==> src/rtl/irq_ctrl_pkg.sv <==
// Shared definitions for the interrupt controller: FSM state encoding,
// register addresses and the "no source in service" marker.
package irq_ctrl_pkg;

    typedef enum logic [1:0] {
        ST_IDLE = 2'd0,
        ST_REQ  = 2'd1,
        ST_SVC  = 2'd2
    } state_t;

    localparam logic [1:0] ADR_MASK  = 2'd0;
    localparam logic [1:0] ADR_PEND  = 2'd1;
    localparam logic [1:0] ADR_INSVC = 2'd2;

    localparam logic [7:0] INSVC_NONE = 8'hFF;

endpackage

==> src/rtl/irq_sync.sv <==
// Per-source input conditioning: 2-FF synchronizer, and with
// IRQ_CTRL_EDGE_EN defined a rising-edge detector behind it.
// Without the macro the synchronized level itself is the trigger.
module irq_sync (
    input  logic clk,
    input  logic rst,
    input  logic src,
    output logic trig
);

    logic meta;
    logic sync;

`ifdef IRQ_CTRL_EDGE_EN
    logic prev;

    // Two synchronizer stages plus the previous synchronized value for edge detect
    always_ff @(posedge clk or negedge rst) begin
        if (!rst) begin
            meta <= 1'b0;
            sync <= 1'b0;
            prev <= 1'b0;
        end else begin
            // NOTE: non-blocking so each stage takes the pre-edge value of the one before it
            meta <= src;
            sync <= meta;
            prev <= sync;
        end
    end

    assign trig = sync & ~prev;
`else
    // Two synchronizer stages; the synchronized level triggers every cycle it is high
    always_ff @(posedge clk or negedge rst) begin
        if (!rst) begin
            meta <= 1'b0;
            sync <= 1'b0;
        end else begin
            // NOTE: non-blocking so each stage takes the pre-edge value of the one before it
            meta <= src;
            sync <= meta;
        end
    end

    assign trig = sync;
`endif

endmodule

==> src/rtl/irq_ctrl.sv <==
// Interrupt controller: NUM_IRQ synchronized sources latch into PEND,
// the lowest-index pending-and-enabled source wins, and an
// IDLE/REQ/SVC handshake with the CPU (intack, rti) drives irq and insvc.
// Optional build macro IRQ_CTRL_EDGE_EN selects edge-triggered sources
// (default build: level-triggered).
module irq_ctrl
    import irq_ctrl_pkg::*;
#(
    parameter int NUM_IRQ = 16
) (
    input  logic               clk,
    input  logic               rst,
    input  logic [NUM_IRQ-1:0] src,
    output logic               irq,
    input  logic               intack,
    input  logic               rti,
    input  logic               io_wr,
    input  logic               io_rd,
    input  logic [1:0]         io_adr,
    input  logic [31:0]        io_din,
    output logic [31:0]        io_dout,
    output logic [7:0]         insvc
);

    state_t             state;
    logic [NUM_IRQ-1:0] trig;
    logic [NUM_IRQ-1:0] mask;
    logic [NUM_IRQ-1:0] pend;
    logic [NUM_IRQ-1:0] active;
    logic [NUM_IRQ-1:0] sw_clr;
    logic [NUM_IRQ-1:0] ack_clr;
    logic               has_win;
    logic [7:0]         win;

    // Reads have no side effects, so the read strobe is not needed
    logic unused;
    assign unused = ^{io_rd, io_din};

    for (genvar i = 0; i < NUM_IRQ; i++) begin : g_sync
        irq_sync u_sync (
            .clk  (clk),
            .rst  (rst),
            .src  (src[i]),
            .trig (trig[i])
        );
    end

    assign active = pend & mask;

    // Priority encoder: scan high to low so the lowest active index is kept
    always_comb begin
        // NOTE: every output gets a default first so no path infers a latch
        has_win = 1'b0;
        win     = INSVC_NONE;
        for (int i = NUM_IRQ - 1; i >= 0; i--) begin
            if (active[i]) begin
                has_win = 1'b1;
                win     = 8'(i);
            end
        end
    end

    // Pending-bit clear sources: software write-1-to-clear and the acknowledged winner
    always_comb begin
        sw_clr  = '0;
        ack_clr = '0;
        if (io_wr && io_adr == ADR_PEND) begin
            sw_clr = io_din[NUM_IRQ-1:0];
        end
        for (int i = 0; i < NUM_IRQ; i++) begin
            ack_clr[i] = (state == ST_REQ) && intack && has_win && (win == 8'(i));
        end
    end

    // MASK and PEND registers; a trigger in the same cycle as a clear wins
    always_ff @(posedge clk or negedge rst) begin
        if (!rst) begin
            mask <= '0;
            pend <= '0;
        end else begin
            if (io_wr && io_adr == ADR_MASK) begin
                mask <= io_din[NUM_IRQ-1:0];
            end
            pend <= (pend & ~(sw_clr | ack_clr)) | trig;
        end
    end

    // Handshake FSM with registered irq and insvc
    always_ff @(posedge clk or negedge rst) begin
        if (!rst) begin
            state <= ST_IDLE;
            irq   <= 1'b0;
            insvc <= INSVC_NONE;
        end else begin
            case (state)
                ST_IDLE: begin
                    if (|active) begin
                        state <= ST_REQ;
                        irq   <= 1'b1;
                    end
                end
                ST_REQ: begin
                    // Winner is re-evaluated here; it may have been cleared or masked meanwhile
                    if (intack) begin
                        state <= ST_SVC;
                        irq   <= 1'b0;
                        insvc <= has_win ? win : INSVC_NONE;
                    end
                end
                ST_SVC: begin
                    if (rti) begin
                        state <= ST_IDLE;
                        insvc <= INSVC_NONE;
                    end
                end
                default: begin
                    state <= ST_IDLE;
                    irq   <= 1'b0;
                    insvc <= INSVC_NONE;
                end
            endcase
        end
    end

    // Register read mux, combinational from the address
    always_comb begin
        io_dout = '0;
        case (io_adr)
            ADR_MASK:  io_dout = 32'(mask);
            ADR_PEND:  io_dout = 32'(pend);
            ADR_INSVC: io_dout = {24'd0, insvc};
            default:   io_dout = '0;
        endcase
    end

endmodule

==> config.mk <==
export PLATFORM = sky130hd
export DESIGN_NAME = irq_ctrl
export DESIGN_NICKNAME = d
export VERILOG_FILES = /design/src/rtl/irq_ctrl_pkg.sv /design/src/rtl/irq_sync.sv /design/src/rtl/irq_ctrl.sv
export SDC_FILE = /design/constraint.sdc
export NUM_CORES = 1
export LEC_CHECK = 0
export CELL_PAD_IN_SITES_DETAIL_PLACEMENT = 1
export CELL_PAD_IN_SITES_GLOBAL_PLACEMENT = 2
export CORE_AREA = 2 2 106 108
export DETAILED_ROUTE_END_ITERATION = 10
export DIE_AREA = 0 0 108 110
export PLACE_DENSITY_LB_ADDON = 0.25
export SLEW_MARGIN = 20
export SYNTH_ARGS = -nofsm -noshare
export SYNTH_HDL_FRONTEND = slang
export SYNTH_HIERARCHICAL = 1
export SYNTH_SLANG_ARGS = --single-unit
==> constraint.sdc <==
create_clock -name clk -period 3.1 [get_ports clk]
set_input_delay 0.465 -clock clk [delete_from_list [all_inputs] [get_ports clk]]
set_output_delay 0.465 -clock clk [all_outputs]
set_load 0.01 [all_outputs]
==> impl_metrics.py <==
metrics = {
    "grt": {
        "grt_max_degree": 34,
        "gr-total-overflow": 0,
        "antenna_found_initial": 0,
        "grt_pass1_wl_um": 13400,
        "grt_use_total_pct": 15.2,
        "grt_pass1_vias": 2630,
    },
    "yosys": {
        "yosys_register_bits": 72,
        "syn_inst": 294,
        "synth_flop_cell": "dfrtp_1",
        "yosys_warnings": 6,
        "ys_types": 50,
        "synth_edf_count": 0,
        "ys_seq_area_share_pct": 56.0,
        "syn_area_per_cell_um2": 11.0,
        "async_reset_ff_share_pct": 100,
        "synthesis.area_um2": 3230,
    },
    "cts": {
        "clockBufferDepth": 2,
        "cts_tree": "yes",
        "cts_max_level": 3,
        "cts.sinks": 72,
        "postCtsSetupRepairBufs": 0,
        "cts_made_buffers": 9,
        "cts_resized": 0,
        "clkSlewWorstSetupHoldPaths_ns": 0.07,
        "insertion_delay_ns": 0.34,
        "postCtsHoldBufs": 0,
        "cts-root-buf": "clkbuf_8",
    },
    "route": {
        "wl_per_cell_um": 16.1,
        "wirelength_um": 8160,
        "drc": 0,
        "postRouteAntennaNets": 0,
        "drt_iter0_markers": 35,
        "vias_per_cell": 4.75,
        "vias": 2407,
        "drt_pass1_iterations": 3,
    },
    "critical_path": {
        "required_ns": 2.63,
        "end_kind": "primary output",
        "critPathTopFamily": "buffers and inverters",
        "cp_max_fo": 18,
        "start_kind": "input port",
        "cp_cell_sequence": "clkdlybuf4s50_1 -> buf_4 -> mux2i_1 -> o21ai_0 -> clkdlybuf4s50_1",
        "path_buf_inv": 3,
        "crit_top_cell": "clkdlybuf4s50_1",
        "critPathMaxStageDelay_ns": 0.56,
        "slowest_stage": "clkdlybuf4s50_1",
        "arrival_ns": 2.18,
        "worstSetupPathType": "in -> out",
    },
    "placement": {
        "pre_cts_slack_ns": 0.402,
        "port_buffers": 63,
        "placedCellCount": 492,
        "hpwl_um": 6190,
        "routabilityCongestion": 0.802,
    },
    "sta": {
        "fin_crit_sh_pct": 85.3,
        "fin_skew_ns": 0.00567,
        "tightest_slew_ns": 0.746,
        "fin_tns_setup_ns": 0,
        "fin_crit_ns": 2.64,
        "final_max_slew_viol_count": 0,
        "hold_viol_final": 0,
        "fin_ws_ns": 0.456,
        "maxSlewHeadroom_pct": 50.3,
        "max_freq_mhz": 378,
        "rsz0062_at_grt": "no",
        "setup_violations": 0,
    },
    "floorplanning": {
        "dieArea_um2": 11900,
        "rows": 38,
        "die_width_um": 108,
        "ios": 97,
        "dieHeight_um": 110,
        "initial_core_util_pct": 30.2,
        "core_area_um2": 10700,
    },
    "finish": {
        "diodes": 0,
        "fin_nets": 419,
        "fin_cells": 507,
        "layout_common_cells": "dfrtp_1, clkdlybuf4s50_1, nand2_1",
        "syn_to_final_growth_pct": 29.6,
        "nFillCells": 1235,
        "drive_gt1_share_pct": 14.4,
        "final_common_cell": "dfrtp_1",
    },
    "run": {
        "cap_violations": 0,
    },
    "power": {
        "power.density_nw_per_um2": 675,
        "vdd_ir_drop_max_v": 0.000333,
        "leakage_nw": 1.74,
    },
    "status": {
        "outcome": "completed",
    },
    "worst_hold_path": {
        "hold_path_class": "in -> async",
    },
}
==> final timing paths <==
path | from | endpoint | slack [ns] | cells after the start
setup / recovery | io_adr[0] | io_dout[5] | 0.46 | 5
hold / removal | rst | g_sync[4].u_sync/meta$_DFF_PN0_ | 0.18 | 1
setup reg to reg | pend[4]$_DFF_PN0_ | pend[14]$_DFF_PN0_ | 1.00 | 5
hold reg to reg | g_sync[2].u_sync/meta$_DFF_PN0_ | g_sync[2].u_sync/trig$_DFF_PN0_ | 0.35 | 0
max in group asynchronous | rst | insvc[2]$_DFFE_PN1P_ | 2.08 | 2
min in group clk | g_sync[2].u_sync/meta$_DFF_PN0_ | g_sync[2].u_sync/trig$_DFF_PN0_ | 0.35 | 0
==> layer usage <==
layer	vias up	part of all wire (%)	global-route usage, %
met1	1203	44	18.9
li1	1140	-	-
met4	0	1.5	5.40
met5	-	0	0
met2	49	50	25.8
met3	15	4.0	3.70
==> cell usage after synthesis, types with 4 or more instances <==
master   instances  area share (%)
mux2i_1         16             5.0
nand3_1          4            0.62
dfstp_2          5             4.1
buf_4           21             4.9
nand2_1         37             4.3
dfrtp_1         67              52
nor2_1          23             2.7
mux2_2          16             5.6
a31oi_1          4            0.78
o21ai_0         10             1.6
a21oi_1         24             3.7
inv_1            6            0.70
==> flip-flops by register name (all words and copies together), names as in the netlist <==
signal	count
mask	16
state	2
pend	16
g_sync.u_sync/trig	16
insvc	5
irq	1
g_sync.u_sync/meta	16
==> report_power, final <==
group / internal [mW] / switching (mW) / total, mW
clock network: 0.529 / 0.343 / 0.872
registers: 1.09 / 0.131 / 1.22
logic: 0.365 / 0.365 / 0.730
==> per-stage QoR <==
| step | power (mW) | area, µm² | hold WS [ns] | util, % |
|---|---|---|---|---|
| 5_1_grt | 3.00 | 4180 | 0.225 | 39.1 |
| 4_1_cts | 2.87 | 4180 | 0.193 | 39.1 |
| 3_3_place_gp | 1.97 | 3950 | 0.331 | 36.9 |
| 6_report | 2.82 | 4180 | 0.181 | 39.1 |
| 3_5_place_dp | 1.98 | 3950 | 0.336 | 36.9 |
| 2_1_floorplan | 1.63 | 3280 | 0.169 | - |
==> kinds of logic after synthesis <==
logic type / count (synthesis) / share of synthesized area [%]
simple gates: 85 / 12.4
buf+inv: 32 / 6.28
flops: 72 / 56.0
other cells: 1 / 0.116
mux: 32 / 10.5
compound gates: 72 / 14.7
==> layout make-up <==
type / count / area (µm²) / share of cell area [%]
Multi-Input combinational cell: 205 / 1270 / 30.5
Clock inverter: 6 / 109 / 2.60
Sequential cell: 72 / 1810 / 43.2
Clock buffer: 9 / 124 / 2.96
Timing Repair Buffer: 69 / 671 / 16.0
Tap cell: 140 / 175 / 4.19
Inverter: 6 / 22.5 / 0.538
(Power assumes the default switching activity.)
